## config.mk

```make
export PLATFORM = sky130hd
export DESIGN_NAME = forwarding_hazard_unit
export DESIGN_NICKNAME = d
export VERILOG_FILES = /design/src/rtl/forwarding_hazard_unit.sv
export SDC_FILE = /design/constraint.sdc
export NUM_CORES = 1
export LEC_CHECK = 0
export CAP_MARGIN = 30
export CORE_ASPECT_RATIO = 0.5
export CORE_UTILIZATION = 38
export CTS_BUF_LIST = sky130_fd_sc_hd__clkbuf_16
export CTS_CLUSTER_SIZE = 24
export DETAILED_ROUTE_END_ITERATION = 8
export GPL_TIMING_DRIVEN = 0
export MAX_ROUTING_LAYER = met4
export PLACE_DENSITY = 0.89
export SYNTH_ARGS = -nofsm -noshare
export SYNTH_HDL_FRONTEND = slang
export SYNTH_SLANG_ARGS = --single-unit
```

## constraint.sdc

```tcl
create_clock -name CLK -period 3.6 [get_ports CLK]
set_input_delay 0.72 -clock CLK [delete_from_list [all_inputs] [get_ports CLK]]
set_output_delay 0.72 -clock CLK [all_outputs]
set_load 0.02 [all_outputs]
```

## src/rtl/forwarding_hazard_unit.sv

```systemverilog
// Operand forwarding, load-use and mul/div hazard detection for the ID stage.
// Optional build macro FWD_STALL_COUNT_EN adds the STALL_CYCLES counter output.
module forwarding_hazard_unit #(
    parameter int XLEN         = 32,
    parameter int NUM_SRC      = 2,
    parameter int MDIV_TIMEOUT = 34
) (
    input  logic                    CLK,
    input  logic                    RESET,
    input  logic [NUM_SRC*5-1:0]    ID_RS_ADDR,
    input  logic                    ID_VALID,
    input  logic [4:0]              EX_RD_ADDR,
    input  logic                    EX_WRITE_EN,
    input  logic                    EX_MEM_READ,
    input  logic                    EX_MDIV,
    input  logic [4:0]              MEM_RD_ADDR,
    input  logic                    MEM_WRITE_EN,
    input  logic [XLEN-1:0]         MEM_RD_DATA,
    input  logic [4:0]              WB_RD_ADDR,
    input  logic                    WB_WRITE_EN,
    input  logic [XLEN-1:0]         WB_RD_DATA,
    input  logic                    MDIV_DONE,
    output logic [NUM_SRC-1:0]      FORWARD_EN,
    output logic [NUM_SRC*XLEN-1:0] FORWARD_DATA,
    output logic                    STALL,
    output logic                    MDIV_ERR
`ifdef FWD_STALL_COUNT_EN
    ,
    output logic [31:0]             STALL_CYCLES
`endif
);

    localparam logic [0:0] IDLE      = 1'b0;
    localparam logic [0:0] MDIV_BUSY = 1'b1;
    localparam logic [5:0] BCNT_MAX  = 6'(MDIV_TIMEOUT);

    logic [0:0] state;
    logic [4:0] pend_rd;
    logic [5:0] bcnt;
    logic [5:0] bcnt_inc;
    logic       mdiv_start;
    logic       busy;
    logic       load_use;
    logic       pend_hit;
    logic [4:0] rs;

    function automatic logic [5:0] sat_inc_bcnt(input logic [5:0] v);
        return (v >= BCNT_MAX) ? BCNT_MAX : v + 6'd1;
    endfunction

    assign mdiv_start = EX_MDIV && EX_WRITE_EN && (EX_RD_ADDR != 5'd0);
    assign busy       = (state == MDIV_BUSY);
    assign bcnt_inc   = sat_inc_bcnt(bcnt);

    always_comb begin
        FORWARD_EN   = '0;
        FORWARD_DATA = '0;
        load_use     = 1'b0;
        pend_hit     = 1'b0;
        rs           = 5'd0;
        for (int i = 0; i < NUM_SRC; i++) begin
            rs = ID_RS_ADDR[5*i +: 5];
            // x0 is hardwired zero: never forwarded, never a hazard
            if (rs != 5'd0) begin
                if (MEM_WRITE_EN && (MEM_RD_ADDR == rs)) begin
                    FORWARD_EN[i]                 = 1'b1;
                    FORWARD_DATA[i*XLEN +: XLEN] = MEM_RD_DATA;
                end else if (WB_WRITE_EN && (WB_RD_ADDR == rs)) begin
                    FORWARD_EN[i]                 = 1'b1;
                    FORWARD_DATA[i*XLEN +: XLEN] = WB_RD_DATA;
                end
                if (EX_MEM_READ && EX_WRITE_EN && (EX_RD_ADDR == rs))
                    load_use = 1'b1;
                if (rs == pend_rd)
                    pend_hit = 1'b1;
            end
        end
    end

    // Busy terms vanish during reset because state is forced to IDLE.
    assign STALL = (ID_VALID && load_use)
                 | (busy && ID_VALID && pend_hit)
                 | (busy && EX_MDIV && !MDIV_DONE);

    always_ff @(posedge CLK or posedge RESET) begin
        if (RESET) begin
            state    <= IDLE;
            pend_rd  <= 5'd0;
            bcnt     <= 6'd0;
            MDIV_ERR <= 1'b0;
        end else begin
            case (state)
                IDLE: begin
                    if (mdiv_start) begin
                        state   <= MDIV_BUSY;
                        pend_rd <= EX_RD_ADDR;
                        bcnt    <= 6'd0;
                    end
                end
                MDIV_BUSY: begin
                    if (MDIV_DONE) begin
                        if (mdiv_start) begin
                            pend_rd <= EX_RD_ADDR;
                            bcnt    <= 6'd0;
                        end else begin
                            state <= IDLE;
                        end
                    end else begin
                        bcnt <= bcnt_inc;
                        if (bcnt_inc == BCNT_MAX) begin
                            MDIV_ERR <= 1'b1;
                            state    <= IDLE;
                        end
                    end
                end
                default: state <= IDLE;
            endcase
        end
    end

`ifdef FWD_STALL_COUNT_EN
    function automatic logic [31:0] sat_inc_cnt(input logic [31:0] v);
        return (v == 32'hFFFF_FFFF) ? v : v + 32'd1;
    endfunction

    always_ff @(posedge CLK or posedge RESET) begin
        if (RESET)
            STALL_CYCLES <= 32'd0;
        else if (STALL)
            STALL_CYCLES <= sat_inc_cnt(STALL_CYCLES);
    end
`endif

endmodule

```

Word-level counts from Yosys, hierarchy flattened
Index checks and enable logic that the tools add are counted.

Bits in registers: 13. Word-level logic and storage cells: 70. Output and inout bits: 68. Bits of input ports: 98.

Eq/ne operators: 10. $lt $le $gt $ge: 1. Bitwise operators: 4. Muxes and demuxes: 31. Reduce and logical (&&, ||, !) cells: 19. Add/subtract/negate cells: 1.

Operators by type and width (number): 2-to-1 mux 32 bit (6); equality test 5 bit (8); 2-to-1 mux 6 bit (3); 2-to-1 mux 1 bit (17); nonzero test 5 bit (3); logical AND 1 bit (14); case mux 6 bit (2 select lines) (1); 2-to-1 mux 5 bit (2); case mux 5 bit (2 select lines) (1); adder 6 x 1 -> 6 bit, second input constant (1); equality test 6 bit, second input constant (1); >= comparator 6 bit, second input constant (1); AND reduction 3 bit (1); != test 2 bit, second input constant (1); NOT 1 bit (2); bitwise OR 1 bit (2); case mux 1 bit (2 select lines) (1); zero test 1 bit (1).

Logic depth before layout (Yosys ltp)
Word-level depth: 9. Mapped depth: 8. Gate-level depth less buffers: 7.

Worst setup path after synthesis
No wires, ideal clock.

Kind: input port to output port. Start: in ID_RS_ADDR[8]. End: out FORWARD_DATA[54]. Cell stages on the path: 8. Arrival: 2164 ps. Buffers on the path: 3. Path slack: 716 ps. Required time: 2880 ps. Cell sequence: buf_2 xor2_1 nor4_1 and3_1 buf_2 buf_4 nand2_1 a21oi_1.

Cells in the longest elaborated chain, start to end: 5. Elaborated cells on any way between the ends: 8. Those cells by class: eq/ne (2); mux (3); reduce/logical (3).

Ends and longest elaborated chain: from (decl) (RTL line 10) `input logic [NUM_SRC*5-1:0] ID_RS_ADDR,`; equality test 5 bit (RTL line 68) `end else if (WB_WRITE_EN && (WB_RD_ADDR == rs)) begin`; logical AND 1 bit (RTL line 68); 2-to-1 mux 32 bit (RTL line 68); 2-to-1 mux 32 bit (RTL line 65) `if (MEM_WRITE_EN && (MEM_RD_ADDR == rs)) begin`; 2-to-1 mux 32 bit * (RTL line 64) `if (rs != 5'd0) begin`; to (decl) (RTL line 24) `output logic [NUM_SRC*XLEN-1:0] FORWARD_DATA,`.

Every way passes the cells marked *; elsewhere a longest branch is shown, timed or not.

Final worst setup path
Start: in MEM_RD_ADDR[3]. End: out FORWARD_DATA[20].

Cells in the longest elaborated chain, start to end: 4.

Ends and longest elaborated chain: from (decl) (RTL line 16) `input logic [4:0] MEM_RD_ADDR,`; equality test 5 bit (RTL line 65); logical AND 1 bit (RTL line 65); 2-to-1 mux 32 bit (RTL line 65); 2-to-1 mux 32 bit (RTL line 64).

No other way between the ends.

==> flow_metrics.py <==
metrics = {
    "run_status": {
        "status": "completed",
    },
    "place": {
        "dpl-instance-area_sq_um": 3860,
        "portBuffers": 155,
        "hpwl_mm": 6.65,
        "place_congestion": 0.888,
        "placed_cells_incl_taps": 561,
        "dp_slack_ns": -0.264,
    },
    "worst_setup_path": {
        "slowest_stage": "clkdlybuf4s50_1",
        "setup.worst_path.start_class": "input port",
        "worstSetupStartpoint": "MEM_RD_ADDR[3]",
        "arrival_ns": 2.76,
        "critPathKind": "in2out",
        "r2r-end": "bcnt[3]",
        "required_ns": 2.88,
        "endpoint_kind": "output port",
        "rrSetupSlack_ns": 1.69,
        "crit_fanout": 10,
        "endpoint": "FORWARD_DATA[20]",
        "crit_cells": 9,
        "crit_path_cell_trace": "clkdlybuf4s50_1, xor2_1, nor4_2, and2_1, buf_2, buf_4, a22oi_1, nor2_1, clkdlybuf4s15_1",
        "critPathTopFamily": "buffers and inverters",
        "crit_path_max_incr_delay_ns": 0.45,
        "reg2reg_from": "bcnt[0]",
        "crit_buf_inv": 4,
        "r2r_cells": 7,
    },
    "clock_network": {
        "cts_buffers": 3,
        "cts_tree": "yes",
        "cts-root-buf": "clkbuf_16",
        "clk_path_buf_depth": 2,
        "clock_latency_ns": 0.24,
        "hold_buffers": 0,
        "htreeDepth": 1,
        "numClockSinks": 13,
        "path_clk_slew_ns": 0.04,
    },
    "logic_synthesis": {
        "synthMuxAreaShare": 0.0254,
        "yosys_most_used_dff": "dfrtp_1",
        "synth_fp_nets": 433,
        "ys_seq_area_frac": 0.147,
        "synth_top_family_by_area": "simple AND/OR/NAND/NOR gates",
        "synth_top_cell_area_share": 0.147,
        "synth-simple-area-share": 0.315,
        "synth_cell_type_count": 42,
        "synth_xor_area_frac": 0.162,
        "yosysMostFrequentCell": "nor2_1",
        "synth.area.top_cells": "dfrtp_1, a22oi_1, nand3_1",
        "synth_top_cell_by_area": "dfrtp_1",
        "synth_fa_ha_area_frac": 0.0113,
        "synth_area_sq_um": 2220,
        "ys_ff_latch": 13,
        "synthCells": 333,
        "synth_compound_area_frac": 0.242,
        "synth_edf_count": 0,
        "ys_warn_count": 0,
        "synthTopCellsByCount": "nor2_1, nand2_1, nand3_1",
        "syn_area_per_cell_sq_um": 6.65,
        "synthArstFlopShare": 1.00,
    },
    "floorplanning": {
        "die_h_um": 56.0,
        "pin_count": 166,
        "rows": 19,
        "core_region_area_sq_um": 5540,
        "die_area_sq_um": 6160,
        "die_width_um": 110,
        "initial_utilization": 0.400,
    },
    "finish": {
        "antenna_cells": 0,
        "fin_area_sq_um": 3800,
        "final_core_util": 0.686,
        "final_nets": 594,
        "drive_gt1_frac": 0.160,
        "area_growth_pct": 71.4,
        "instances_no_fill": 566,
    },
    "power": {
        "peakVddDrop_v": 0.000284,
        "p_leak_nw": 1.74,
        "power.density_nw_per_um2": 207,
    },
    "timing": {
        "final.min_clock_period_ns": 3.48,
        "slew_headroom": 0.661,
        "finalHoldViolCount": 0,
        "setup_viol": 0,
        "worstMarginPinSlew_ns": 0.508,
        "fin_ws_ns": 0.118,
        "drv_slew": 0,
        "finalCritPeriodShare": 0.967,
        "rsz0062_at_grt": "false",
        "max_freq_mhz": 287,
        "skew_ns": 0.00169,
        "setup_tns_ns": 0,
    },
    "flow_run": {
        "drv_cap": 0,
    },
    "routing": {
        "detail_route.wl_per_cell_um": 15.3,
        "drtIter0Drc": 274,
        "vias_per_cell": 5.31,
        "drt_pre_antenna_iters": 4,
        "vias": 3007,
        "drc": 0,
        "wl_mm": 8.67,
        "ant_nets": 0,
    },
    "grt": {
        "overflow": 0,
        "grt_start_max_net_pins": 14,
        "grt.total_usage": 0.282,
        "antenna_found_initial": 0,
        "grt_first_pass_wirelength_mm": 13.5,
        "grt_pass1_vias": 2852,
    },
    "worst_hold_path": {
        "hold_depth": 1,
        "worstHoldPathType": "reg2reg",
    },
}
## metal layers
metal | share of wire | routed length, um | global-route usage | up-vias
met3 | 0.061 | 533 | 0.0234 | 15
met1 | 0.41 | 3580 | 0.338 | 1401
met2 | 0.51 | 4410 | 0.509 | 106
li1 | - | - | - | 1485
met4 | 0.017 | 149 | 0.0743 | 0
met5 | 0 | 0 | - | -
## report_power, final
part	leakage, nW	internal, mW	switching (mW)	total (mW)
registers	0.166	0.170	0.0305	0.200
logic	1.53	0.203	0.174	0.377
clock network	0.0423	0.146	0.0614	0.208
## final cells by class
cell class / instances / area, sq um
fillers: 525 / 1740
well taps: 73 / 91.3
multi-input cells: 279 / 1700
inverters: 5 / 18.8
flip-flops and latches: 13 / 325
plain buffers: 36 / 209
clock buffers: 3 / 75.1
clock inverters: 1 / 3.75
repair buffers: 156 / 1380
## logic make-up (layout without fill, tap and decap cells)
kind of cell / Yosys count / after routing
and+or+nand+nor: 149 / 149
AOI/OAI and AO/OA: 82 / 82
DFF: 13 / 13
xor gates and xnor gates: 41 / 41
adders and majority gates: 2 / 2
muxes: 5 / 5
buffers and inverters: 41 / 201
## cell usage in the layout (no fill, tap or decap), types with 13 or more instances in the layout
cell	instances
clkdlybuf4s50_1	89
nor2_1	41
nand2_1	40
nand3_1	40
a21oi_1	37
a22oi_1	32
clkbuf_2	32
dlygate4sd2_1	31
buf_2	21
xnor2_1	21
xor2_1	20
dfrtp_1	13
## registers in the layout, summed over array words and instances (netlist names)
name,flops
MDIV_ERR,1
bcnt,6
busy,1
pend_rd,5
## per-stage QoR
stage / total power [mW] / hold slack (ns)
after floorplan: 0.398 / 0.520
after global placement: 0.569 / 0.457
after detailed placement: 0.583 / 0.462
after CTS: 0.784 / 0.480
after global routing: 0.830 / 0.502
final: 0.786 / 0.469
## how the worst min path moves through the flow
stage	startpoint	endpoint	slack, ns
floorplan	bcnt[5]	bcnt[5]	0.52
global placement	MDIV_ERR	MDIV_ERR	0.46
detailed placement	MDIV_ERR	MDIV_ERR	0.46
CTS	MDIV_ERR	MDIV_ERR	0.48
global route	MDIV_ERR	MDIV_ERR	0.50
finish	MDIV_ERR	MDIV_ERR	0.47
## timing repair
action,CTS,global route
pin swaps,1,0
gates cloned,0,0
setup buffers,1,0
endpoints found under the setup margin,64,37
resized for setup,66,74
No activity file was read; power rests on OpenSTA's default activity.
